==> src/rtl/six_bit_accumulator_ctrl.sv <==
// Operand sequencer around an external WIDTH-bit adder: streams operands in, folds sums into acc, hands off the total.
// Optional build macro: SATURATE_EN (acc clamps to all-ones after the first carry-out).
module six_bit_accumulator_ctrl #(
    parameter int unsigned WIDTH = 6,
    parameter int unsigned CNT_W = 4
) (
    input  logic             clk,
    input  logic             rst_n,
    input  logic             start,
    input  logic [CNT_W-1:0] len,
    output logic             busy,
    input  logic [WIDTH-1:0] in_data,
    input  logic             in_valid,
    output logic             in_ready,
    output logic [WIDTH-1:0] adder_x,
    output logic [WIDTH-1:0] adder_y,
    input  logic [WIDTH-1:0] adder_z,
    input  logic             adder_carry,
    output logic [WIDTH-1:0] sum,
    output logic             overflow,
    output logic             out_valid,
    input  logic             out_ready
);

    localparam logic [1:0] S_IDLE = 2'd0;
    localparam logic [1:0] S_ACC  = 2'd1;
    localparam logic [1:0] S_DONE = 2'd2;

    logic [1:0]       state_q, state_d;
    logic [WIDTH-1:0] acc_q, acc_d;
    logic [CNT_W-1:0] cnt_q, cnt_d;
    logic [CNT_W-1:0] len_q, len_d;
    logic [WIDTH-1:0] sum_q, sum_d;
    logic             ovf_q, ovf_d;
    logic             out_valid_q, out_valid_d;
    logic             in_ready_q, in_ready_d;
    logic             busy_q, busy_d;

    logic [WIDTH-1:0] acc_beat;
    logic [CNT_W-1:0] cnt_inc;
    logic             beat;

    // Value acc takes on an accepted beat.
`ifdef SATURATE_EN
    assign acc_beat = (adder_carry || ovf_q) ? {WIDTH{1'b1}} : adder_z;
`else
    assign acc_beat = adder_z;
`endif

    assign cnt_inc = CNT_W'(cnt_q + 1'b1);
    assign beat    = in_valid && in_ready_q;

    always_ff @(posedge clk or negedge rst_n) begin
        if (!rst_n) begin
            state_q     <= S_IDLE;
            acc_q       <= '0;
            cnt_q       <= '0;
            len_q       <= '0;
            sum_q       <= '0;
            ovf_q       <= 1'b0;
            out_valid_q <= 1'b0;
            in_ready_q  <= 1'b0;
            busy_q      <= 1'b0;
        end else begin
            state_q     <= state_d;
            acc_q       <= acc_d;
            cnt_q       <= cnt_d;
            len_q       <= len_d;
            sum_q       <= sum_d;
            ovf_q       <= ovf_d;
            out_valid_q <= out_valid_d;
            in_ready_q  <= in_ready_d;
            busy_q      <= busy_d;
        end
    end

    // Next-state logic; handshake outputs are registered from the next state.
    always_comb begin
        state_d     = state_q;
        acc_d       = acc_q;
        cnt_d       = cnt_q;
        len_d       = len_q;
        sum_d       = sum_q;
        ovf_d       = ovf_q;
        out_valid_d = out_valid_q;
        in_ready_d  = in_ready_q;
        busy_d      = busy_q;
        case (state_q)
            S_IDLE: begin
                if (start) begin
                    acc_d  = '0;
                    cnt_d  = '0;
                    ovf_d  = 1'b0;
                    len_d  = len;
                    busy_d = 1'b1;
                    if (len == '0) begin
                        state_d     = S_DONE;
                        sum_d       = '0;
                        out_valid_d = 1'b1;
                        in_ready_d  = 1'b0;
                    end else begin
                        state_d    = S_ACC;
                        in_ready_d = 1'b1;
                    end
                end
            end
            S_ACC: begin
                if (beat) begin
                    acc_d = acc_beat;
                    ovf_d = ovf_q | adder_carry;
                    cnt_d = cnt_inc;
                    if (cnt_inc == len_q) begin
                        state_d     = S_DONE;
                        sum_d       = acc_beat;
                        out_valid_d = 1'b1;
                        in_ready_d  = 1'b0;
                    end
                end
            end
            S_DONE: begin
                if (out_ready) begin
                    state_d     = S_IDLE;
                    out_valid_d = 1'b0;
                    busy_d      = 1'b0;
                end
            end
            default: begin
                state_d     = S_IDLE;
                out_valid_d = 1'b0;
                in_ready_d  = 1'b0;
                busy_d      = 1'b0;
            end
        endcase
    end

    assign adder_x   = acc_q;
    assign adder_y   = in_data;
    assign sum       = sum_q;
    assign overflow  = ovf_q;
    assign out_valid = out_valid_q;
    assign in_ready  = in_ready_q;
    assign busy      = busy_q;

endmodule

==> config.mk <==
export PLATFORM = sky130hd
export DESIGN_NAME = six_bit_accumulator_ctrl
export DESIGN_NICKNAME = d
export VERILOG_FILES = /design/src/rtl/six_bit_accumulator_ctrl.sv
export SDC_FILE = /design/constraint.sdc
export NUM_CORES = 1
export LEC_CHECK = 0
export CAP_MARGIN = 20
export CORE_UTILIZATION = 40
export CTS_CLUSTER_SIZE = 40
export DETAILED_ROUTE_END_ITERATION = 8
export HOLD_SLACK_MARGIN = 0.08
export PLACE_DENSITY = 0.81
export SLEW_MARGIN = 20
export SYNTH_ARGS = -nofsm -noshare
export SYNTH_HDL_FRONTEND = slang
export SYNTH_SLANG_ARGS = --single-unit
==> constraint.sdc <==
create_clock -name clk -period 1.61 [get_ports clk]
set_clock_uncertainty 0.05 [all_clocks]
set_input_delay 0.161 -clock clk [delete_from_list [all_inputs] [get_ports clk]]
set_output_delay 0.161 -clock clk [all_outputs]
set_load 0.1 [all_outputs]
# Word-level counts from Yosys, hierarchy flattened
# Cells that the tools add are included.
# op_classes
n_addsub	1
n_bitwise	3
mul	0
n_div	0
magnitude_cmp	0
mux	33
n_shift	0
n_reduce_logical	11
eq_ne	8
# op_table
operator	count
2-to-1 mux 6 bit	6
case mux 6 bit (2 select lines)	2
2-to-1 mux 1 bit	12
2-to-1 mux 2 bit	5
!= test 2 bit, second input constant	5
AND reduction 5 bit	2
case mux 1 bit (3 select lines)	3
2-to-1 mux 4 bit	2
case mux 4 bit (2 select lines)	1
AND reduction 4 bit	2
case mux 2 bit (3 select lines)	1
AND reduction 3 bit	2
adder 4 x 1 -> 4 bit, second input constant	1
equality test 4 bit	1
logical NOT 4 bit	1
equality test 2 x 1 -> 1 bit, second input constant	1
equality test 2 bit, second input constant	1
logical NOT 2 bit	1
NOT 1 bit	2
case mux 1 bit (2 select lines)	1
AND reduction 2 bit	1
nonzero test 2 bit	1
logical AND 1 bit	1
OR 1 bit	1
# totals
word_cells	65
regBits	26
memories	0
in_bits	22
out_inout_bits	22
latchBits	0
ramBits	0
romBits	0

# Longest topological paths before layout
# Gate-level depths: netlist of run 1.
# depth
word_depth	5
mapped_depth	6
mapped_depth_nobuf	5

# Least setup slack after synthesis of run 1
# Ideal clock, no wire load.
# synth_path
path_type	reg2reg
start	reg in_ready_q (netlist: in_ready)
end	reg sum_q[0] (netlist: sum[0])
path_buffers	0
stages_incl_launch_ff	4
setup_slack_ps	-437
arrival_time_ps	1918
period_less_slack_ps	2047
setup_ps	79
path_cell_list	dfrtp_1 -> nand4b_1 -> nor4_4 -> mux2i_1
# synth_via
elab_chain_len	3
# synth_lines
element	line	rtl
start: declaration	36	logic in_ready_q, in_ready_d;
start signal: assignment	72	in_ready_q <= in_ready_d;
logical AND 1 bit	51	assign beat = in_valid && in_ready_q;
!= test 2 bit (no source line)	--	
AND reduction 5 bit (no source line)	--	
end signal: assignment	69	sum_q <= sum_d;
end: declaration	33	logic [WIDTH-1:0] sum_q, sum_d;
# Every way passes these cells.
# A chain may end at the register's enable or synchronous reset.

# Final worst setup path of run 1
# layout_path
start	reg cnt_q[0]
end	reg out_valid_q (netlist: out_valid)
# layout_via
elab_chain_len	4
# layout_lines
element	line	rtl
start: declaration	31	logic [CNT_W-1:0] cnt_q, cnt_d;
start signal: assignment	67	cnt_q <= cnt_d;
adder 4 x 1 -> 4 bit	50	assign cnt_inc = CNT_W'(cnt_q + 1'b1);
equality test 4 bit	112	if (cnt_inc == len_q) begin
!= test 2 bit (no source line)	--	
AND reduction 5 bit (no source line)	--	
end signal: assignment	71	out_valid_q <= out_valid_d;
end: declaration	35	logic out_valid_q, out_valid_d;
# Every way passes these cells.

==> impl_summary.log, run 1 <==
[metrics] Inserted Diodes: 0
[metrics] switching part of the total power: 49.1%
[metrics] Die Span X: 58.5 um
[metrics] Net Count, Synth: 149
[metrics] area share of the largest cell type after synthesis: 51.0%
[metrics] number of port buffers: 31
[metrics] routed length on met1: 1230 um
[metrics] Hold Worst Slack: 0.125 ns
[metrics] area growth from synthesis to layout: 61.2%
[metrics] worst IR drop on VDD: 1080 uV
[metrics] Required @ worst endpoint: 1.81 ns
[metrics] overall routed net length: 2980 um
[metrics] most area-hungry cell type in the Yosys netlist: sky130_fd_sc_hd__dfrtp_1
[metrics] ys flop type: sky130_fd_sc_hd__dfrtp_1
[metrics] Initial Utilization: 42.1%
[metrics] count of warnings emitted by yosys: 0
[metrics] post-route total power: 4.45 mW
[metrics] setup repair after global routing missed its margin: yes
[metrics] post-synthesis register bit count: 26
[metrics] leading cell types by total area after synthesis: sky130_fd_sc_hd__dfrtp_1, sky130_fd_sc_hd__nand2_1, sky130_fd_sc_hd__o21ai_0
[metrics] category of the most critical setup path: reg2reg
[metrics] Std-Cell Core Area: 3030 um^2
[metrics] Initial DRT Pass Iterations: 4
[metrics] worst-path maximum fanout: 4
[metrics] result of the run: complete, but fails checks
[metrics] highest layer used for signal routing: met4
[metrics] cell area after placement: 1880 um^2
[metrics] Die Ht: 58.5 um
[metrics] Die ar.: 3420 um^2
[metrics] async set-or-reset flop fraction in the synthesized netlist: 100%
[metrics] setup TNS after final layout: -0.480 ns
[metrics] number of H-tree branching levels: 1
[metrics] syn_area_per_cell: 10.1 um^2
[metrics] GRT Util Overall: 19.7%
[metrics] worst setup margin: -0.117 ns
[metrics] layout cells sized above 1: 35.7%
[metrics] portion of total power attributed to sequential cells: 27.0%
[metrics] crit share post-route: 107%
[metrics] vias in the first global route: 1,136
[metrics] number of sinks handled by clock tree synthesis: 26
[metrics] sequential element share of the synthesized area: 51.0%
[metrics] cell-internal power: 2.27 mW
[metrics] Clock Path Buffers: 2
[metrics] leakage power: 0.901 nW
[metrics] max_cap viols: 0
[metrics] gpl congestion: 0.831
[metrics] count of nets after finishing: 195
[metrics] number of routed nets with antenna violations: 0
[metrics] wire length of the first global-routing pass: 5050 um
[metrics] worst-case setup slack after placement: -0.121 ns
[metrics] final critical path time including I/O delays and setup: 1.73 ns
[metrics] Wirelength per Cell: 13.9 um
[metrics] worst slew margin relative to its limit: 77.3%
[metrics] final number of hold-violating endpoints: 0
[metrics] number of DRC violations after detailed-routing iteration 0: 24
[metrics] number of fillers in the final layout: 222
[metrics] clock latency on the worst-skew pair: 0.33 ns
[metrics] Clock Power Share: 10.4%
[metrics] EDFF count, synth: 0
[metrics] Tightest Pin Transition: 0.340 ns
[metrics] root buffer cell: sky130_fd_sc_hd__clkbuf_4
[metrics] number of buffers created by CTS: 3
[metrics] pin count of the biggest net entering global routing: 27
[metrics] number of different library cells in the post-synthesis netlist: 31
[metrics] Mapped Cells: 126
[metrics] Highest Clock Rate: 579 MHz
[metrics] net switching power figure: 2.18 mW
[metrics] data arrival at the endpoint of the critical path: 1.92 ns
[metrics] post-detail-place hpwl: 2150 um
[metrics] final setup violation count: 8
[metrics] I/O pin count: 44
[metrics] PD cells: 2160 nW/um^2
[metrics] residual DRC count: 0
[metrics] Non-Filler Cell Area, Final: 2060 um^2
[metrics] failing checks: negative setup slack
[metrics] clock tree from TritonCTS: built
[metrics] initial antenna violation count: 0
[metrics] Row Count: 20
[metrics] met3 routed wirelength: 149 um
[metrics] CTS clock-pin slew for the worst setup and hold paths: 0.15 ns
[metrics] worst hold path class: in2async
[metrics] portion of total power attributed to combinational logic: 62.6%
[metrics] residual overflow from global routing: 0
[metrics] Cell Area, Synth: 1280 um^2
[metrics] via count: 1,045
[metrics] via/cell ratio: 4.86
[metrics] Worst Setup Start Kind: flip-flop
[metrics] number of hold buffers added after cts: 0
[metrics] count of final max-slew check failures: 0
[metrics] internal reg-to-reg setup slack: -0.12 ns
[metrics] Worst Setup End Kind: flip-flop
[metrics] routed wire length on met2: 1560 um
cell usage after synthesis (2+ instances only):
cell / instances
sky130_fd_sc_hd__nand2_1: 27
sky130_fd_sc_hd__dfrtp_1: 26
sky130_fd_sc_hd__o21ai_0: 13
sky130_fd_sc_hd__inv_1: 7
sky130_fd_sc_hd__buf_4: 6
sky130_fd_sc_hd__mux2i_1: 6
sky130_fd_sc_hd__nor2_1: 5
sky130_fd_sc_hd__mux2_2: 4
sky130_fd_sc_hd__xnor2_1: 4
sky130_fd_sc_hd__a21oi_1: 3
sky130_fd_sc_hd__xor2_1: 3
sky130_fd_sc_hd__buf_2: 2
sky130_fd_sc_hd__nor2b_1: 2
registers in the layout, summed over array words and instances (netlist names):
| register | cells |
|---|---|
| in_ready | 1 |
| state_q | 2 |
| len_q | 4 |
| out_valid | 1 |
| sum | 6 |
| overflow | 1 |
| adder_x | 6 |
| cnt_q | 4 |
| busy | 1 |
final timing paths:
path,start,end,depth (start not counted)
worst max register to register,cnt_q[0]$_DFFE_PN0P_,out_valid$_DFFE_PN0P_,5
worst max-delay path,cnt_q[0]$_DFFE_PN0P_,out_valid$_DFFE_PN0P_,5
worst min-delay path,rst_n,state_q[1]$_DFFE_PN0P_,2
worst min register to register,adder_x[5]$_DFFE_PN0P_,adder_x[5]$_DFFE_PN0P_,2
min in group clk,in_data[0],adder_y[0],0
max in group asynchronous,rst_n,in_ready$_DFFE_PN0P_,2
what timing repair did:
action / in CTS / in global routing
gates cloned: 0 / 0
buffers inserted: 3 / 1
endpoints found under the setup margin: 10 / 10
pin swaps: 0 / 1
resized for setup: 16 / 2
cell type report:
type | instances | area [um^2] | share of cell area (%)
flip-flops and latches | 26 | 658 | 32.0
clock inverters | 1 | 30.0 | 1.46
well taps | 44 | 55.1 | 2.68
clock buffers | 3 | 22.5 | 1.09
inverters | 7 | 26.3 | 1.28
repair buffers | 50 | 624 | 30.4
multi-input cells | 84 | 641 | 31.1
power groups by stage:
stage	registers [mW]	logic (mW)	clock network, mW
after floorplan	2.11	0.719	0
after global placement	1.18	2.53	0
after detailed placement	1.20	2.57	0
after CTS	1.20	2.73	0.461
after global routing	1.24	2.91	0.481
final	1.20	2.78	0.461
worst max-delay path: stages (launching register included):
cell	delay, ns
sky130_fd_sc_hd__dfrtp_2	0.47
sky130_fd_sc_hd__ha_4	0.29
sky130_fd_sc_hd__xnor2_2	0.11
sky130_fd_sc_hd__nand2_2	0.11
sky130_fd_sc_hd__or3_4	0.40
sky130_fd_sc_hd__o41ai_4	0.21
metal layers:
layer  vias up  GRT usage, %
met5         -             0
met4         0          5.10
met3         5          3.08
met2        35          36.9
met1       496          23.6
li1        509             -
per-stage QoR:
step / utilization [%] / std cells
global route: 67.9 / 215
global placement: 62.0 / 207
floorplan: - / 126
finish: 67.9 / 215
detailed placement: 62.0 / 207
CTS: 67.2 / 214
cells in the final DEF (no fill, tap or decap), drive strengths merged, types with 2 or more instances in the layout:
| cell type | count |
|---|---|
| xor2 | 3 |
| xnor2 | 4 |
| nor4 | 2 |
| buf | 35 |
| mux2 | 4 |
| a21oi | 3 |
| nor3b | 2 |
| nor2 | 5 |
| o41ai | 2 |
| mux2i | 6 |
| dfrtp | 26 |
| nor2b | 2 |
| clkdlybuf4s50 | 15 |
| clkbuf | 3 |
| o21ai | 13 |
| nand2 | 27 |
| inv | 7 |
cell families after synthesis:
kind of cell	Yosys count	share of synthesized area (%)
buffers and inverters	16	6.67
xor gates and xnor gates	7	4.80
adders and majority gates	1	0.980
DFF	26	51.0
and+or+nand+nor	45	18.1
muxes	10	8.24
AOI/OAI and AO/OA	21	10.2
No activity file was read; power rests on OpenSTA's default activity.
==> run 2: changes to the inputs <==
- CAP_MARGIN: 20 -> default
- CTS_CLUSTER_DIAMETER: default -> 150
==> results of run 2 <==
No change in the layout: final DEF, timing and power equal those of run 1.
==> run 3: changes to the inputs <==
--- a/config.mk
+++ b/config.mk
@@ -7,4 +7,5 @@
 export LEC_CHECK = 0
+export CORE_MARGIN = 10
 export CORE_UTILIZATION = 40
-export CTS_CLUSTER_DIAMETER = 150
+export CTS_CLUSTER_DIAMETER = 120
 export CTS_CLUSTER_SIZE = 40
--- a/constraint.sdc
+++ b/constraint.sdc
@@ -4,2 +4,2 @@
 set_output_delay 0.161 -clock clk [all_outputs]
-set_load 0.1 [all_outputs]
+set_load 0.05 [all_outputs]
==> impl_summary.log, run 3 (synthesis gave the netlist of run 1 again) <==
[metrics] CP peak stage delay: 0.44 ns (was 0.47 ns)
[metrics] via count: 1,053 (was 1,045)
[metrics] most common cell after layout, fill and taps aside: sky130_fd_sc_hd__buf_4 (was sky130_fd_sc_hd__nand2_1)
[metrics] post-detail-place hpwl: 2440 um (was 2150 um)
[metrics] met2 demand-to-capacity share in global routing: 19.2% (was 36.9%)
[metrics] clock tree from TritonCTS: built (unchanged)
[metrics] via/cell ratio: 4.97 (was 4.86)
[metrics] Initial DRT Pass Iterations: 4 (unchanged)
[metrics] number of hold buffers added after cts: 0 (unchanged)
[metrics] pin count of the biggest net entering global routing: 27 (unchanged)
[metrics] Die Span X: 76.5 um (was 58.5 um)
[metrics] wire length of the first global-routing pass: 5480 um (was 5050 um)
[metrics] number of routed nets with antenna violations: 0 (unchanged)
[metrics] worst slew margin relative to its limit: 64.3% (was 77.3%)
[metrics] gpl congestion: 0.802 (was 0.831)
[metrics] CTS clock-pin slew for the worst setup and hold paths: 0.14 ns (was 0.15 ns)
[metrics] number of buffers and inverters on the critical path: 0 (unchanged)
[metrics] worst-path maximum fanout: 3 (was 4)
[metrics] GRT Util Overall: 11.3% (was 19.7%)
[metrics] CP Cell Sequence: ha_4 > xnor2_2 > nand2_2 > or3_4 > o41ai_4 (unchanged)
[metrics] category of the most critical setup path: reg2reg (unchanged)
[metrics] result of the run: complete, but fails checks (unchanged)
[metrics] crit share post-route: 106% (was 107%)
[metrics] Die Ht: 76.5 um (was 58.5 um)
[metrics] residual DRC count: 0 (unchanged)
[metrics] vias in the first global route: 1,153 (was 1,136)
[metrics] CP Depth: 5 (unchanged)
[metrics] number of buffers created by CTS: 3 (unchanged)
[metrics] number of DRC violations after detailed-routing iteration 0: 36 (was 24)
[metrics] area used by multi-input combinational logic: 633 um^2 (was 641 um^2)
[metrics] met1 track demand over resource in global routing: 13.9% (was 23.6%)
[metrics] leading cell types in the layout, fill and taps excluded: sky130_fd_sc_hd__buf_4, sky130_fd_sc_hd__nand2_1, sky130_fd_sc_hd__dfrtp_1, sky130_fd_sc_hd__clkdlybuf4s50_1, sky130_fd_sc_hd__o21ai_0 (was sky130_fd_sc_hd__nand2_1, sky130_fd_sc_hd__dfrtp_1, sky130_fd_sc_hd__buf_12, sky130_fd_sc_hd__buf_4, sky130_fd_sc_hd__clkdlybuf4s50_1)
[metrics] I/O pin count: 44 (unchanged)
[metrics] depth of the worst register-to-register path: 5 (unchanged)
[metrics] leakage power: 0.821 nW (was 0.901 nW)
[metrics] worst setup margin: -0.0896 ns (was -0.117 ns)
[metrics] top cell family by delay on the critical path: simple AND/OR/NAND/NOR gates (unchanged)
[metrics] number of fillers in the final layout: 282 (was 222)
[metrics] critical path's slowest cell: sky130_fd_sc_hd__dfrtp_1 (was sky130_fd_sc_hd__dfrtp_2)
[metrics] Worst Setup Start Kind: flip-flop (unchanged)
[metrics] root buffer cell: sky130_fd_sc_hd__clkbuf_4 (unchanged)
[metrics] Clock Path Buffers: 2 (unchanged)
[metrics] count of final max-slew check failures: 0 (unchanged)
[metrics] Die ar.: 5850 um^2 (was 3420 um^2)
[metrics] final setup violation count: 10 (was 8)
[metrics] Std-Cell Core Area: 3050 um^2 (was 3030 um^2)
[metrics] Setup crit start: cnt_q[1]$_DFFE_PN0P_ (was cnt_q[0]$_DFFE_PN0P_)
[metrics] Highest Clock Rate: 588 MHz (was 579 MHz)
[metrics] final critical path time including I/O delays and setup: 1.70 ns (was 1.73 ns)
[metrics] count of nets after finishing: 192 (was 195)
[metrics] number of H-tree branching levels: 1 (unchanged)
[metrics] gr busiest metal: met2 (unchanged)
[metrics] Wirelength per Cell: 15.5 um (was 13.9 um)
[metrics] final number of hold-violating endpoints: 0 (unchanged)
[metrics] failing checks: negative setup slack (unchanged)
[metrics] Hold Worst Slack: 0.149 ns (was 0.125 ns)
[metrics] Initial Utilization: 41.8% (was 42.1%)
[metrics] Required @ worst endpoint: 1.78 ns (was 1.81 ns)
[metrics] met3 GRT Util: 2.83% (was 3.08%)
[metrics] number of sinks handled by clock tree synthesis: 26 (unchanged)
[metrics] worst IR drop on VDD: 1040 uV (was 1080 uV)
[metrics] clock latency on the worst-skew pair: 0.32 ns (was 0.33 ns)
[metrics] critical register-to-register path endpoint: out_valid$_DFFE_PN0P_ (unchanged)
[metrics] number of port buffers: 31 (unchanged)
[metrics] PD cells: 1840 nW/um^2 (was 2160 nW/um^2)
[metrics] setup TNS after final layout: -0.663 ns (was -0.480 ns)
[metrics] layout cells sized above 1: 32.7% (was 35.7%)
[metrics] endpoint of the worst setup timing path: out_valid$_DFFE_PN0P_ (unchanged)
[metrics] initial antenna violation count: 0 (unchanged)
[metrics] overall routed net length: 3280 um (was 2980 um)
[metrics] Worst Setup End Kind: flip-flop (unchanged)
[metrics] Row Count: 20 (unchanged)
[metrics] internal reg-to-reg setup slack: -0.09 ns (was -0.12 ns)
[metrics] data arrival at the endpoint of the critical path: 1.87 ns (was 1.92 ns)
[metrics] Tightest Pin Transition: 0.532 ns (was 0.340 ns)
[metrics] max_cap viols: 0 (unchanged)
[metrics] Reg2Reg Launch Point: cnt_q[1]$_DFFE_PN0P_ (was cnt_q[0]$_DFFE_PN0P_)
[metrics] Inserted Diodes: 0 (unchanged)
[metrics] area occupied by registers: 653 um^2 (was 658 um^2)
[metrics] setup repair after global routing missed its margin: yes (unchanged)
[metrics] area growth from synthesis to layout: 41.2% (was 61.2%)
[metrics] residual overflow from global routing: 0 (unchanged)
[metrics] worst hold path class: in2async (unchanged)
[run 3: cell count changes in the layout (fill, tap and decap cells not counted), sizes merged]
cell	change
clkbuf	+1
bufinv	-1
buf	-3
[run 3: final cells by class]
class                   instances  area share (%)
flip-flops and latches         26            36.2
multi-input cells              84            35.1
repair buffers                 47            22.1
well taps                      44            3.06
clock buffers                   4            2.01
inverters                       7            1.46
[run 3: timing repair]
item / in CTS / in global routing
resized for setup: 10 / 3
setup endpoints to repair: 10 / 12
buffers inserted: 1 / 0
pin swaps: 2 / 1
[run 3: per-layer routing]
metal	share of wire [%]	up-vias
met4	0.55	0
met5	0	-
li1	-	504
met1	44	517
met2	51	30
met3	4.7	2
[run 3: how the worst min path moves through the flow]
stage / endpoint / startpoint / slack [ns] / cells past startpoint
after floorplan: adder_x[0]$_DFFE_PN0P_ / rst_n / -0.18 / 0
after global placement: adder_y[2] / in_data[2] / 0.27 / 0
after detailed placement: adder_y[2] / in_data[2] / 0.27 / 0
after CTS: adder_x[3]$_DFFE_PN0P_ / rst_n / 0.14 / 2
after global routing: sum[1]$_DFFE_PN0P_ / rst_n / 0.15 / 2
final: sum[1]$_DFFE_PN0P_ / rst_n / 0.15 / 2
[run 3: power by group]
group | switching (mW) | internal (mW)
clock | 0.191 | 0.138
sequential | 0.232 | 0.891
combinational | 1.12 | 0.740
[run 3: through the flow]
step	worst slack [ns]	power [mW]	std cells	utilization, %	cell area [um^2]
after global placement	-0.0652	2.73	207	54.8	1670
after floorplan	-0.0224	2.24	126	-	1290
final	-0.0896	3.31	212	59.0	1800
after global routing	-0.214	3.53	212	59.0	1800
after CTS	-0.0755	3.29	212	58.5	1790
after detailed placement	-0.135	2.79	207	54.8	1670
